### src/rtl/uart_frame_loader.sv
// uart_frame_loader: frames a UART byte stream (header, 16-bit payload words, checksum)
// into sequential SRAM word writes over a req/ack port, reporting completion or error.
module uart_frame_loader #(
  parameter int         CLK_FRE        = 50,
  parameter int         ADDR_WIDTH     = 18,
  parameter int         FRAME_WORDS    = 76800,
  parameter logic [7:0] HDR0           = 8'hA5,
  parameter logic [7:0] HDR1           = 8'h5A,
  parameter int         TIMEOUT_CYCLES = CLK_FRE * 10000
) (
  input  logic                  i_clk_sys,
  input  logic                  i_rst_n,
  input  logic                  i_en,
  input  logic [ADDR_WIDTH-1:0] i_base_addr,
  input  logic [7:0]            i_rx_data,
  input  logic                  i_rx_done,
  output logic                  o_wr_req,
  output logic [ADDR_WIDTH-1:0] o_wr_addr,
  output logic [15:0]           o_wr_data,
  input  logic                  i_wr_ack,
  output logic                  o_busy,
  output logic                  o_frame_done,
  output logic                  o_frame_err,
  output logic [1:0]            o_err_code
);
  localparam int TW = $clog2(TIMEOUT_CYCLES + 1);
  localparam int CW = $clog2(FRAME_WORDS + 1);
  typedef enum logic [2:0] {IDLE, HDR, LO, HI, WRITE, CHK} state_t;
  state_t                state_q, state_d;
  logic                  hold_full_q, hold_full_d;
  logic [7:0]            hold_data_q, hold_data_d;
  logic [TW-1:0]         tmo_q, tmo_d;
  logic [ADDR_WIDTH-1:0] addr_q, addr_d;
  logic [CW-1:0]         cnt_q, cnt_d;
  logic [7:0]            sum_q, sum_d, lo_q, lo_d;
  logic [15:0]           data_q, data_d;
  logic                  req_q, req_d, abort_q, abort_d;
  logic                  done_q, done_d, err_q, err_d;
  logic [1:0]            code_q, code_d;
  logic                  consume, ovf, tmo_hit, drain;
  always_comb begin
    consume     = i_en && hold_full_q && state_q != WRITE;
    ovf         = i_en && i_rx_done && hold_full_q && !consume && !abort_q;
    tmo_hit     = state_q != IDLE && state_q != WRITE && !consume && tmo_q == TW'(TIMEOUT_CYCLES - 1);
    drain       = req_q && !i_wr_ack;
    state_d     = state_q;
    hold_full_d = hold_full_q && !consume;
    hold_data_d = hold_data_q;
    tmo_d       = (state_q == IDLE || state_q == WRITE || consume) ? '0 : tmo_q + 1'b1;
    addr_d      = addr_q;
    cnt_d       = cnt_q;
    sum_d       = sum_q;
    lo_d        = lo_q;
    data_d      = data_q;
    req_d       = req_q;
    abort_d     = abort_q;
    done_d      = 1'b0;
    err_d       = 1'b0;
    code_d      = code_q;
    if (i_en && i_rx_done) begin
      hold_full_d = 1'b1;
      hold_data_d = i_rx_data;
    end
    if (!i_en || ovf) hold_full_d = 1'b0;
    unique case (state_q)
      IDLE: if (consume && hold_data_q == HDR0) state_d = HDR;
      HDR: if (consume) begin
        state_d = hold_data_q == HDR1 ? LO : hold_data_q == HDR0 ? HDR : IDLE;
        if (hold_data_q == HDR1) begin
          addr_d = i_base_addr;
          cnt_d  = '0;
          sum_d  = '0;
        end
      end
      LO: if (consume) begin
        lo_d    = hold_data_q;
        sum_d   = sum_q + hold_data_q;
        state_d = HI;
      end
      HI: if (consume) begin
        data_d  = {hold_data_q, lo_q};
        sum_d   = sum_q + hold_data_q;
        req_d   = 1'b1;
        state_d = WRITE;
      end
      WRITE: if (i_wr_ack) begin
        req_d   = 1'b0;
        addr_d  = addr_q + 1'b1;
        cnt_d   = cnt_q + 1'b1;
        abort_d = 1'b0;
        state_d = abort_q ? IDLE : cnt_q == CW'(FRAME_WORDS - 1) ? CHK : LO;
      end
      CHK: if (consume) begin
        done_d  = hold_data_q == sum_q;
        err_d   = hold_data_q != sum_q;
        code_d  = hold_data_q == sum_q ? 2'b00 : 2'b10;
        state_d = IDLE;
      end
      default: state_d = IDLE;
    endcase
    // errors and disable still let an outstanding write finish before IDLE
    if (!abort_q && (ovf || tmo_hit)) begin
      err_d   = 1'b1;
      code_d  = ovf ? 2'b11 : 2'b01;
      abort_d = drain;
      state_d = drain ? WRITE : IDLE;
    end
    if (!i_en) begin
      abort_d = drain;
      state_d = drain ? WRITE : IDLE;
    end
  end
  always_ff @(posedge i_clk_sys or negedge i_rst_n) begin
    if (!i_rst_n) begin
      state_q     <= IDLE;
      hold_full_q <= 1'b0;
      hold_data_q <= '0;
      tmo_q       <= '0;
      addr_q      <= '0;
      cnt_q       <= '0;
      sum_q       <= '0;
      lo_q        <= '0;
      data_q      <= '0;
      req_q       <= 1'b0;
      abort_q     <= 1'b0;
      done_q      <= 1'b0;
      err_q       <= 1'b0;
      code_q      <= '0;
    end else begin
      state_q     <= state_d;
      hold_full_q <= hold_full_d;
      hold_data_q <= hold_data_d;
      tmo_q       <= tmo_d;
      addr_q      <= addr_d;
      cnt_q       <= cnt_d;
      sum_q       <= sum_d;
      lo_q        <= lo_d;
      data_q      <= data_d;
      req_q       <= req_d;
      abort_q     <= abort_d;
      done_q      <= done_d;
      err_q       <= err_d;
      code_q      <= code_d;
    end
  end
  assign o_wr_req     = req_q;
  assign o_wr_addr    = addr_q;
  assign o_wr_data    = data_q;
  assign o_busy       = state_q != IDLE;
  assign o_frame_done = done_q;
  assign o_frame_err  = err_q;
  assign o_err_code   = code_q;
endmodule
### config.mk
export PLATFORM = sky130hd
export DESIGN_NAME = uart_frame_loader
export DESIGN_NICKNAME = d
export VERILOG_FILES = /design/src/rtl/uart_frame_loader.sv
export SDC_FILE = /design/constraint.sdc
export NUM_CORES = 1
export LEC_CHECK = 0
export ABC_AREA = 1
export BUFFER_PORTS_ARGS = -buffer_cell sky130_fd_sc_hd__buf_2
export CAP_MARGIN = 30
export CORE_ASPECT_RATIO = 2
export CORE_MARGIN = 3
export CORE_UTILIZATION = 50
export CTS_BUF_LIST = sky130_fd_sc_hd__clkbuf_8
export CTS_CLUSTER_DIAMETER = 80
export DETAILED_ROUTE_END_ITERATION = 10
export PLACE_DENSITY = 0.72
export SYNTH_ARGS = -nofsm -noshare
export SYNTH_HDL_FRONTEND = slang
export SYNTH_SLANG_ARGS = --single-unit
### constraint.sdc
create_clock -name i_clk_sys -period 2.2 [get_ports i_clk_sys]
set_input_delay 0.22 -clock i_clk_sys [delete_from_list [all_inputs] [get_ports i_clk_sys]]
set_output_delay 0.22 -clock i_clk_sys [all_outputs]
set_load 0.02 [all_outputs]
# Word-level counts from Yosys, hierarchy flattened
# Index checks and enable logic that the tools add are counted.
# Widths: inputs -> output; s select.
[op_classes]
n_addsub = 4
mul = 0
n_div = 0
order_cmp = 0
n_eq_ne = 25
shift = 0
mux = 45
bitwise_logic = 0
n_reduce_logical = 37
[op_table]
columns = ["operator", "n"]
rows = [
  ["$mux 18", 3],
  ["$mux 17", 3],
  ["$pmux 18 s2", 1],
  ["$pmux 17 s2", 1],
  ["$mux 3", 11],
  ["$mux 8", 3],
  ["$add 19x1->19 const B", 1],
  ["$eq 19x19->1 const B", 1],
  ["$mux 19", 1],
  ["$add 18x1->18 const B", 1],
  ["$pmux 3 s6", 1],
  ["$add 17x1->17 const B", 1],
  ["$eq 17x17->1 const B", 1],
  ["$ne 4x4->1 const B", 4],
  ["$pmux 8 s2", 1],
  ["$logic_and 1x1->1", 13],
  ["$mux 1", 13],
  ["$mux 2", 6],
  ["$reduce_bool 2->1", 5],
  ["$add 8x8->8", 1],
  ["$eq 8x7->1 const B", 1],
  ["$eq 8x8->1", 1],
  ["$eq 8x8->1 const B", 1],
  ["$ne 2x2->1 const B", 4],
  ["other kinds (19)", 32],
]
[word_totals]
ff_bits = 104
latchBits = 0
ramBits = 0
mem_bits_ro = 0
inputBits = 31
output_inout_bits = 40
elab_cells = 125
n_memories = 0

# Longest topological paths before layout
[logic_depth]
depth_word = 9
mapped_depth = 11
depth_no_buf = 11

# Worst setup path after synthesis
# No wires, ideal clock.
[synth_timing]
kind = "reg2reg"
from = "register addr_q[0] (netlist: o_wr_addr[0])"
to = "register addr_q[12] (netlist: o_wr_addr[12])"
setup_time_ns = 0.119
t_arrival_ns = 1.583
t_required_ns = 2.081
setup_slack_ns = 0.498
stages_incl_launch_ff = 10
path_buffers = 0
synth_period_minus_slack_ns = 1.702
cell_sequence = "dfrtp_1 -> ha_1 -> nand3_1 -> nor2_1 -> nand2_1 -> nor2_1 -> nand3_1 -> nand2_1 -> nand3_1 -> o21a_1"
[synth_between]
elab_chain_len = 3
[synth_rtl]
columns = ["element", "line_no", "source"]
rows = [
  ["from (decl)", "33", "logic [ADDR_WIDTH-1:0] addr_q, addr_d;"],
  ["from (signal assigned)", "134", "addr_q <= addr_d;"],
  ["$add 18x1->18", "88", "addr_d = addr_q + 1'b1;"],
  ["$mux 18", "86", "WRITE: if (i_wr_ack) begin"],
  ["$pmux 18 s2", "65", "unique case (state_q)"],
]
# Every way passes these cells. The select of a mux whose other input is x is not followed.
# A chain may end at the register's enable or synchronous reset.

# Worst setup path after layout
# Ends and elaborated chain as after synthesis.

==> impl_metrics.csv <==
group,metric,value,unit
floorplan,dieArea,0.0129,sq mm
power,clkPwrFrac,21.0,%
detailed_routing,wl_per_cell,15.5,um
yosys,synth_nets,792,
placement,place_hpwl,11.2,mm
grt,grt_overflow,0,
status,outcome,"finished, final reports clean",
placement,port_buffers,70,
power,p_leak,0.00313,uW
grt,grt_pass1_vias,5404,
sta,whs,0.0445,ns
sta,hold_violations,0,
grt,grt_use_total,24.8,%
yosys,synth_seq_cells,104,
finish,antenna_cells,0,
yosys,postSynthAreaPerCell,7.68,sq um
yosys,synth.largest_area_cell,"dfrtp_1",
finish,final_nets,867,
critical_path,worstSetupEndpointType,"flip-flop",
sta,slew_headroom,65.7,%
yosys,synthArstFlopShare,100,%
critical_path,cpMaxStageDelayCell,"dfrtp_1",
yosys,synth_flop_cell,"dfrtp_1",
clock_network,cts_buffers,9,
placement,pre_cts_slack,0.229,ns
floorplan,ios,71,
critical_path,crit_path_frequent_cell,"nand3_1",
floorplan,start_util,52.0,%
power,internal-power,3230,uW
clock_network,cts_num_sinks,104,
sta,min_period,2.04,ns
critical_path,critical-path-max-stage-delay,0.48,ns
detailed_routing,ant_nets,0,
critical_path,cp-start-kind,"flip-flop",
grt,grt_max_degree,85,
critical_path,crit_chain,"ha_1 > nand3_1 > nor2_1 > nand2_1 > nor2_1 > nand3_1 > nand2_1 > nand3_1 > o21a_1",
clock_network,htreeDepth,3,
clock_network,clockRootBuffer,"clkbuf_8",
critical_path,path_max_fanout,7,
detailed_routing,drt_iter0_drc,244,
finish,syn2layout_area_growth,12.5,%
clock_network,clock_path_buffers,2,
power,power_frac_seq,46.5,%
sta,finalSetupTns,0,ns
power,peakVddDrop,0.499,mV
yosys,yosysWarnings,0,
sta,worstMarginPinSlew,0.510,ns
power,p_comb_share,32.5,%
grt,grt_pass1_wl,25.1,mm
sta,finalMaxSlewViolations,0,
yosys,synth_area,0.00576,sq mm
critical_path,criticalPathCategory,"flip-flop to flip-flop",
detailed_routing,avgViaCountPerCell,5.56,
yosys,yosys.area.top_type_share,45.2,%
detailed_routing,routed_wl,15.0,mm
yosys,synth.top_cells.by_area,"dfrtp_1 (45%), nand2_1 (13%), nor2_1 (6.3%), nand3_1 (4.5%), o21ai_0 (4.4%)",
detailed_routing,drtPass1Iterations,5,
yosys,syn_inst,750,
detailed_routing,drcViolationCount,0,
sta,rsz0062_at_grt,"no",
yosys,synth_edf_count,0,
clock_network,insertion_delay,0.39,ns
job,cap_violations,0,
sta,finalClockSkew,0.0173,ns
sta,max_freq,490,MHz
grt,antenna_found_initial,0,
yosys,synthDistinctLibCells,43,
power,p_sw,2300,uW
yosys,seq_area_frac_synth,45.2,%
power,power.total,5530,uW
critical_path,arrival,2.34,ns
power,swShare,41.6,%
placement,gp_congestion,0.942,
sta,finalSetupViolations,0,
detailed_routing,dr_total_vias,5391,
sta,worst_slack,0.160,ns
finish,drive_gt1_share,14.8,%
power,power_density,853,mW/mm^2
worst_hold_path,hold-path-cell-count,3,
placement,dpl_cell_area,0.00629,sq mm
floorplan,die_width,81.9,um
floorplan,die_h,158,um
clock_network,cts_tree,"yes",
critical_path,cp_data_required_time,2.49,ns
finish,final_area,0.00648,sq mm
floorplan,core,0.0111,sq mm
floorplan,fp-row-count,54,
sta,post-route-period-util,92.7,%
worst_hold_path,worstHoldPathType,"input port to flip-flop",
clock_network,clk_pin_slew,0.11,ns
critical_path,reg2regPathDepth,9,
final timing paths:
path,from,endpoint,slack [ns]
worst max-delay path,o_wr_addr[0],o_wr_addr[12],0.16
worst min-delay path,i_base_addr[9],o_wr_addr[9],0.04
worst max register to register,o_wr_addr[0],o_wr_addr[12],0.16
worst min register to register,lo_q[1],lo_q[1],0.49
max in group asynchronous,i_rst_n,state_q[2],1.17
min in group asynchronous,i_rst_n,o_wr_addr[11],0.26
through the flow:
stage | instances | util [%]
final | 970 | 58.5
after global routing | 970 | 58.5
after CTS | 970 | 58.5
after detailed placement | 953 | 56.8
after global placement | 953 | 56.8
after floorplan | 750 | -
cells in the final DEF, fill, tap and decap left out, types with 2 or more instances in the layout:
| master | instances |
|---|---|
| nand4_1 | 30 |
| o211ai_1 | 8 |
| o31ai_1 | 2 |
| a22o_1 | 2 |
| buf_2 | 69 |
| inv_6 | 3 |
| xor2_1 | 10 |
| nand2_4 | 3 |
| o22ai_1 | 2 |
| inv_1 | 67 |
| mux2_2 | 5 |
| nor2_2 | 3 |
| buf_12 | 2 |
| xnor2_1 | 3 |
| nand3_1 | 52 |
| nand2_1 | 195 |
| clkbuf_8 | 9 |
| ha_1 | 10 |
| nor2_1 | 97 |
| dfrtp_1 | 104 |
| nor3b_1 | 2 |
| mux2_4 | 3 |
| clkinv_4 | 2 |
| inv_2 | 2 |
| nand3b_1 | 3 |
| a21o_1 | 2 |
| nand2_2 | 2 |
| a31oi_1 | 6 |
| or2_2 | 3 |
| nor3_1 | 20 |
| o21bai_1 | 2 |
| o21ai_0 | 51 |
| a21oi_1 | 32 |
| buf_4 | 10 |
| a31o_2 | 2 |
critical path: cells and delay by family (launching register included):
| family | cells | cell delay (ns) |
|---|---|---|
| fa+ha+maj | 1 | 0.23 |
| flops | 1 | 0.48 |
| compound gates | 1 | 0.11 |
| simple gates | 7 | 1.16 |
final cells by class:
| class | count | area (sq um) |
|---|---|---|
| Fill cell | 1068 | 4600 |
| Multi-Input combinational cell | 558 | 2790 |
| Sequential cell | 104 | 2600 |
| Timing Repair Buffer | 82 | 470 |
| Inverter | 70 | 264 |
| Tap cell | 140 | 175 |
| Clock buffer | 9 | 124 |
| Clock inverter | 7 | 62.6 |
power by group through the flow:
| stage | sequential (uW) | clock [uW] | combinational, uW |
|---|---|---|---|
| 2_1_floorplan | 2720 | 0 | 1040 |
| 3_3_place_gp | 2580 | 0 | 1750 |
| 3_5_place_dp | 2600 | 0 | 1790 |
| 4_1_cts | 2560 | 1210 | 1800 |
| 5_1_grt | 2620 | 1270 | 2020 |
| 6_report | 2570 | 1160 | 1800 |
cells by family (layout without fill, tap and decap cells):
kind of cell	Yosys count	after routing	synth area share, %
muxes	8	8	1.76
xor gates and xnor gates	13	13	1.98
adders and majority gates	11	11	2.52
buffers and inverters	88	168	6.49
DFF	104	104	45.2
and+or+nand+nor	412	412	30.9
AOI/OAI and AO/OA	114	114	11.2
repair_timing:
| action | in CTS | in global routing |
|---|---|---|
| gates resized for setup | 0 | 1 |
| setup endpoints to repair | 0 | 2 |
| hold buffers | 1 | 0 |
| buffers inserted | 0 | 0 |
| hold endpoints to repair | 20 | 0 |
sequential cells by signal, indices dropped and copies added (netlist names), 2 cells and up:
| name | cells |
|---|---|
| lo_q | 8 |
| sum_q | 8 |
| tmo_q | 19 |
| o_err_code | 2 |
| o_wr_addr | 18 |
| state_q | 3 |
| cnt_q | 17 |
| o_wr_data | 16 |
| hold_data_q | 8 |
per-layer routing:
layer | GRT usage [%] | vias to the layer above | share of wire [%] | wire, um
met5 | 0 | - | 0 | 0
met3 | 3.59 | 44 | 4.2 | 635
met2 | 45.1 | 158 | 54 | 8100
met1 | 27.5 | 2554 | 38 | 5740
met4 | 11.6 | 0 | 3.7 | 553
li1 | - | 2635 | - | -
synthesized netlist by cell type, drive strengths merged, types with 6 or more instances:
library cell and number:
nand2 200, dfrtp 104, nor2 100, inv 69, nand3 52, o21ai 51, a21oi 33, nand4 30
nor3 21, buf 15, ha 10, xor2 10, mux2 8, o211ai 8, a31oi 6
(Power assumes the default switching activity.)
